==> src/rtl/cnn_pkg.sv <==
// Shared types for the CNN streaming front end.
// Holds the pixel streamer's FSM state encoding.
package cnn_pkg;

    typedef enum logic [1:0] {
        IDLE,
        STREAM,
        DRAIN,
        DONE
    } stream_state_e;

endpackage

==> src/rtl/pixel_buffer.sv <==
// Frame buffer: Depth x BitSize registers, one write port,
// one combinational read port. Contents survive reset.
module pixel_buffer #(
    parameter int BitSize = 32,
    parameter int Depth   = 64,
    localparam int AW     = $clog2(Depth)
) (
    input  logic               clk,
    input  logic               wr_en,
    input  logic [AW-1:0]      wr_addr,
    input  logic [BitSize-1:0] wr_data,
    input  logic [AW-1:0]      rd_addr,
    output logic [BitSize-1:0] rd_data
);

    logic [BitSize-1:0] mem [Depth];

    always_ff @(posedge clk) begin
        if (wr_en) begin
            mem[wr_addr] <= wr_data;
        end
    end

    assign rd_data = mem[rd_addr];

endmodule

==> src/rtl/pixel_streamer.sv <==
// Streams a buffered frame to a valid/ready sink and waits
// for the sink's frame-complete acknowledge.
module pixel_streamer
    import cnn_pkg::*;
#(
    parameter int BitSize    = 32,
    parameter int ImageWidth = 8,
    localparam int Depth     = ImageWidth * ImageWidth,
    localparam int AW        = $clog2(Depth)
) (
    input  logic               clk,
    input  logic               res,
    input  logic               wr_en,
    input  logic [AW-1:0]      wr_addr,
    input  logic [BitSize-1:0] wr_data,
    input  logic               start,
    input  logic               sink_ready,
    input  logic               sink_done,
    output logic               out_valid,
    output logic [BitSize-1:0] out_data,
    output logic               busy,
    output logic               frame_done,
    output logic               wr_reject,
    output logic               proto_err
);

    localparam logic [AW-1:0] LastIdx = AW'(Depth - 1);

    stream_state_e      state, state_nxt;
    logic [AW-1:0]      idx, idx_nxt;
    logic               buf_we;
    logic [BitSize-1:0] rd_data;

    pixel_buffer #(
        .BitSize (BitSize),
        .Depth   (Depth)
    ) u_buf (
        .clk     (clk),
        .wr_en   (buf_we),
        .wr_addr (wr_addr),
        .wr_data (wr_data),
        .rd_addr (idx),
        .rd_data (rd_data)
    );

    always_ff @(posedge clk) begin
        if (res) begin
            state     <= IDLE;
            idx       <= '0;
            wr_reject <= 1'b0;
            proto_err <= 1'b0;
        end else begin
            state     <= state_nxt;
            idx       <= idx_nxt;
            wr_reject <= wr_en && (state != IDLE);
            // An acknowledge before the last pixel left is a sink bug.
            if (state == STREAM && sink_done) begin
                proto_err <= 1'b1;
            end
        end
    end

    always_comb begin
        state_nxt = state;
        idx_nxt   = idx;
        buf_we    = 1'b0;
        unique case (state)
            IDLE: begin
                buf_we = wr_en;
                if (start) begin
                    state_nxt = STREAM;
                    idx_nxt   = '0;
                end
            end
            STREAM: begin
                if (sink_ready) begin
                    if (idx == LastIdx) begin
                        idx_nxt   = '0;
                        state_nxt = DRAIN;
                    end else begin
                        idx_nxt = idx + AW'(1);
                    end
                end
            end
            DRAIN: begin
                if (sink_done) begin
                    state_nxt = DONE;
                end
            end
            DONE: begin
                state_nxt = IDLE;
            end
            default: begin
                state_nxt = IDLE;
            end
        endcase
    end

    assign out_valid  = (state == STREAM);
    assign out_data   = out_valid ? rd_data : '0;
    assign busy       = (state != IDLE);
    assign frame_done = (state == DONE);

endmodule
==> config.mk <==
export PLATFORM = sky130hd
export DESIGN_NAME = pixel_streamer
export DESIGN_NICKNAME = d
export VERILOG_FILES = /design/src/rtl/cnn_pkg.sv /design/src/rtl/pixel_buffer.sv /design/src/rtl/pixel_streamer.sv
export SDC_FILE = /design/constraint.sdc
export NUM_CORES = 2
export LEC_CHECK = 0
export CORE_UTILIZATION = 50
export DETAILED_ROUTE_END_ITERATION = 8
export GPL_ROUTABILITY_DRIVEN = 0
export HOLD_SLACK_MARGIN = 0.05
export PLACE_DENSITY = 0.66
export SETUP_SLACK_MARGIN = 0.02
export SYNTH_ARGS = -nofsm -noshare
export SYNTH_HDL_FRONTEND = slang
export SYNTH_SLANG_ARGS = --single-unit
==> constraint.sdc <==
create_clock -name clk -period 13.95 [get_ports clk]
set_clock_uncertainty 0.2 [all_clocks]
set_input_delay 2.79 -clock clk [delete_from_list [all_inputs] [get_ports clk]]
set_output_delay 2.79 -clock clk [all_outputs]
set_load 0.005 [all_outputs]
# After elaboration in Yosys (flattened, before gate mapping)
# Memories as Yosys holds them, arrays and structs flattened. A register that Yosys moved wholly into a read port is not among the register bits.
# Index checks and enable logic that the tools add are counted.
# word_totals
register_bits	10
mem_bits_rw	2048
inputBits	44
output_inout_bits	37
elab_cells	36
memories	1
# classes
add_sub_neg	1
eq_ne	8
n_mux	15
n_reduce_logical	7
# memory_table
name	depth	width	rd	rd_clocked_by_memory_dff	write_ports	line_no	source
u_buf.mem	64	32	1	1	1	pixel_buffer.sv:16	logic [BitSize-1:0] mem [Depth];
# ops
op	count
32-bit two-way mux	1
6-bit two-way mux	5
6-bit one-hot mux with 2 select lines	1
2-bit two-way mux	4
2-bit one-hot mux with 4 select lines	1
6-bit by 1-bit adder with 6-bit output (second input constant)	1
6-bit == test (second input constant)	1
2-bit != test (second input constant)	3
2-bit == test (second input constant)	2
4-bit AND reduction	1
2-bit nonzero test	2
1-bit two-way mux	3
3-bit AND reduction	1
2-bit by 1-bit == test with 1-bit output (second input constant)	1
1-bit logical AND	2
2-bit logical NOT	1
2-bit by 1-bit != test with 1-bit output (second input constant)	1

# Logic depth before layout (Yosys ltp)
# logic_depth
word_depth	6
mapped_depth	10
mapped_depth_nobuf	7

# Modules after synthesis
# Synthesis repeated with hierarchy kept, for this count alone.
# hier_totals
cells_unflattened	3401
hier_area_um2	78698.0
# modules_own_cells
mod	n_inst	cells_each	area_per_inst_um2
pixel_buffer	1	3292	77874.7
pixel_streamer	1	109	823.3

# Worst setup path before layout
# Ideal clock, no wire load.
# synth_path
kind	input-to-reg
from	input port wr_addr[3]
to	memory u_buf.mem[49][0] (enable)
setup_ns	0.461
arrival_time_ns	5.706
required_time_ns	13.289
slack_ns	7.583
path_stages	5
path_cell_list	clkbuf_1 -> nor2b_1 -> nand4_1 -> or2_2 -> nor3_1
# synth_rtl
item	line_no	source
from (decl)	pixel_streamer.sv:14	input logic [AW-1:0] wr_addr,
to (decl)	pixel_buffer.sv:16	
# Straight into the memory's write port.

==> flow_summary.toml <==
[cts]
cts_buffer_depth = 3
cts_tree = "done"
clk_latency_ns = 0.84
root_buffer = "clkbuf_16"
clock_sinks = 2064
post-cts-setup-buffers = 0
numCtsBuffers = 200
cts_hold_buf = 0
path_clk_slew_ns = 0.06
ctsResizeCount = 0
htree_levels = 4

[synthesis]
yosys.area_share.adder = 0.000790
syn_nets = 3515
synthesis.area_um2 = 79200
synth.ff_latch_count = 2064
synth_top_family_by_area = "multiplexers"
ys_types = 56
syn_avg_cell_area_um2 = 22.9
yosys_warnings = 0
synthFlopType = "edfxtp_1"
async_flop_share = 0
synthSimpleGateAreaFrac = 0.0174
synth-compound-area-share = 0.0198
ys_seq_area_frac = 0.781
synth_mux_area_frac = 0.168
syn_inst = 3466
synth-edff-count = 2048
synth_xor_area_frac = 0.000221

[place]
post-place-cells = 5528
hpwl_um = 110000
port_buffers = 80
dp_slack_ns = 6.25
place_area_um2 = 82800

[cells_and_area]
area_delta_synth_final_pct = 12.5
final_area_um2 = 89100
multiInputGateArea_um2 = 16800
final_util = 0.568
regArea_um2 = 61800
nets = 3721
drive_gt1_frac = 0.273
fin_cells = 5905
fillers = 11367

[global_route]
grt_pass1_wl_um = 302000
grt_start_max_net_pins = 126
grt_overflow = 0
grt_pass1_vias = 38336
antenna_found_initial = 10
grt.total_usage = 0.277

[sta]
relSlewSlack = 0.125
fin_ws_ns = 5.37
tns_ns = 0
finalHoldViolations = 0
rsz0062_at_grt = "false"
period_share = 0.615
finalSetupViolations = 0
whs_ns = 0.267
finalMaxSlewViolations = 0
worst_pin_slew_ns = 1.31
finalCriticalPeriod_ns = 8.58
max_freq_mhz = 117

[drt]
ant_nets = 0
routed_via_density = 6.64
drt_pass1_iterations = 6
wl_per_cell_um = 37.0
vias = 39187
first_iter_violations = 5555
drc = 0
wl_um = 218000

[critical_path]
rr_startpoint = "state[0]$_SDFFE_PP0P_"
path_class = "register to primary output"
reg2reg_setup_slack_ns = 10.23
crit_arrival_ns = 5.59
worstPathRequired_ns = 10.96
crit_fanout = 90
crit_chain = "buf_12 > buf_4 > buf_4 > mux4_2 > mux4_2 > o22ai_1 > nor2_1 > clkdlybuf4s50_1"
cp-end-kind = "primary output"
slowest_delay_ns = 0.73
cp-start-kind = "register"
critPathSlowestCell = "buf_4"

[die]
start_util = 0.505
io_pins = 81
die_y_um = 400
die_area_um2 = 160000
coreArea_um2 = 157000
fp.dieW_um = 400
num_rows = 145

[power_and_ir_drop]
ir_drop_mv = 0.0993
powerDensity_nw_per_um2 = 146
p_leak_nw = 26.9
total_power_mw = 13.0

[flow_run]
maxCapViolCount = 0

[status]
status = "completed"

[min_path]
min_from = "proto_err$_SDFFE_PP0P_"
hold_class = "register to register"
cells in the final DEF, fill, tap and decap left out, types with 12 or more instances in the layout:
cell type and n:
clkbuf_16 202, buf_2 32, mux2_2 16, edfxtp_1 2048, o211ai_1 12, nand3_1 24, mux4_2 529, buf_4 104
clkinv_1 51, nor2_1 56, nor2_4 62, nand2_1 98, clkinv_2 44, nor2b_1 16, clkdlybuf4s50_1 48, a21oi_1 35
o22ai_1 15, bufinv_16 13, a22oi_1 60, clkbuf_1 44, mux2i_1 120
logic make-up after synthesis:
family / Yosys count
flip-flops: 2064
multiplexers: 666
AND/OR/NAND/NOR: 312
AO/OA/AOI/OAI: 222
buffers and inverters: 195
adder cells (fa/ha/maj): 5
XOR/XNOR: 2
synth_stat cells (11+ instances only):
cell / instances / share of area
mux2i_1: 120 / 0.015
nand3_1: 24 / 0.0015
a31oi_1: 11 / 0.00087
buf_2: 55 / 0.0035
o21ai_1: 11 / 0.00070
a22o_1: 11 / 0.0012
a21oi_1: 35 / 0.0022
nor2_1: 119 / 0.0056
a22oi_1: 60 / 0.0057
o211ai_1: 12 / 0.0011
nor2b_1: 20 / 0.0016
buf_4: 48 / 0.0045
clkbuf_1: 64 / 0.0030
nand2_1: 98 / 0.0046
mux2_2: 16 / 0.0023
nor3_1: 12 / 0.00076
mux4_2: 529 / 0.15
o22ai_1: 15 / 0.0012
edfxtp_1: 2048 / 0.78
dfxtp_1: 16 / 0.0040
nand2b_1: 11 / 0.00087
cell type report:
class / instances / share of cell area
Clock buffer: 246 / 0.0586
Antenna cell: 3 / 0.0000843
Inverter: 9 / 0.000407
Tap cell: 2058 / 0.0289
Multi-Input combinational cell: 1207 / 0.189
Sequential cell: 2064 / 0.694
Clock inverter: 128 / 0.0118
Timing Repair Buffer: 190 / 0.0173
routing by layer:
metal  wire (um)  up-vias  global-route usage
li1            -    15177                   -
met1       83300    21265               0.390
met2      105000     2340               0.435
met3       22500      403              0.0583
met4        7540        2              0.0960
met5          13        -                   0
power by group:
| part | switching, mW | internal, mW | total, mW |
|---|---|---|---|
| Clock | 2.31 | 2.90 | 5.21 |
| Sequential | 0.0201 | 6.87 | 6.89 |
| Combinational | 0.540 | 0.399 | 0.939 |
worst paths after layout:
path / end / cells past startpoint
worst max-delay path: out_data[22] / 8
worst max register to register: u_buf.mem[21][28]$_DFFE_PP_ / 5
worst min-delay path: proto_err$_SDFFE_PP0P_ / 2
worst min register to register: proto_err$_SDFFE_PP0P_ / 2
flip-flops by register name (all words and copies together) (netlist names), named ones only:
name,flops
idx,6
wr_reject,1
state,2
u_buf.mem,2048
proto_err,1
critical path, delay by kind of cell, from the launching register on:
kind / cells / cell delay [ns]
buffers and inverters: 4 / 2.42
DFF: 1 / 0.39
muxes: 2 / 0.88
AOI/OAI and AO/OA: 1 / 0.66
and+or+nand+nor: 1 / 0.20
Note: power is estimated with default switching activity, not from simulation.
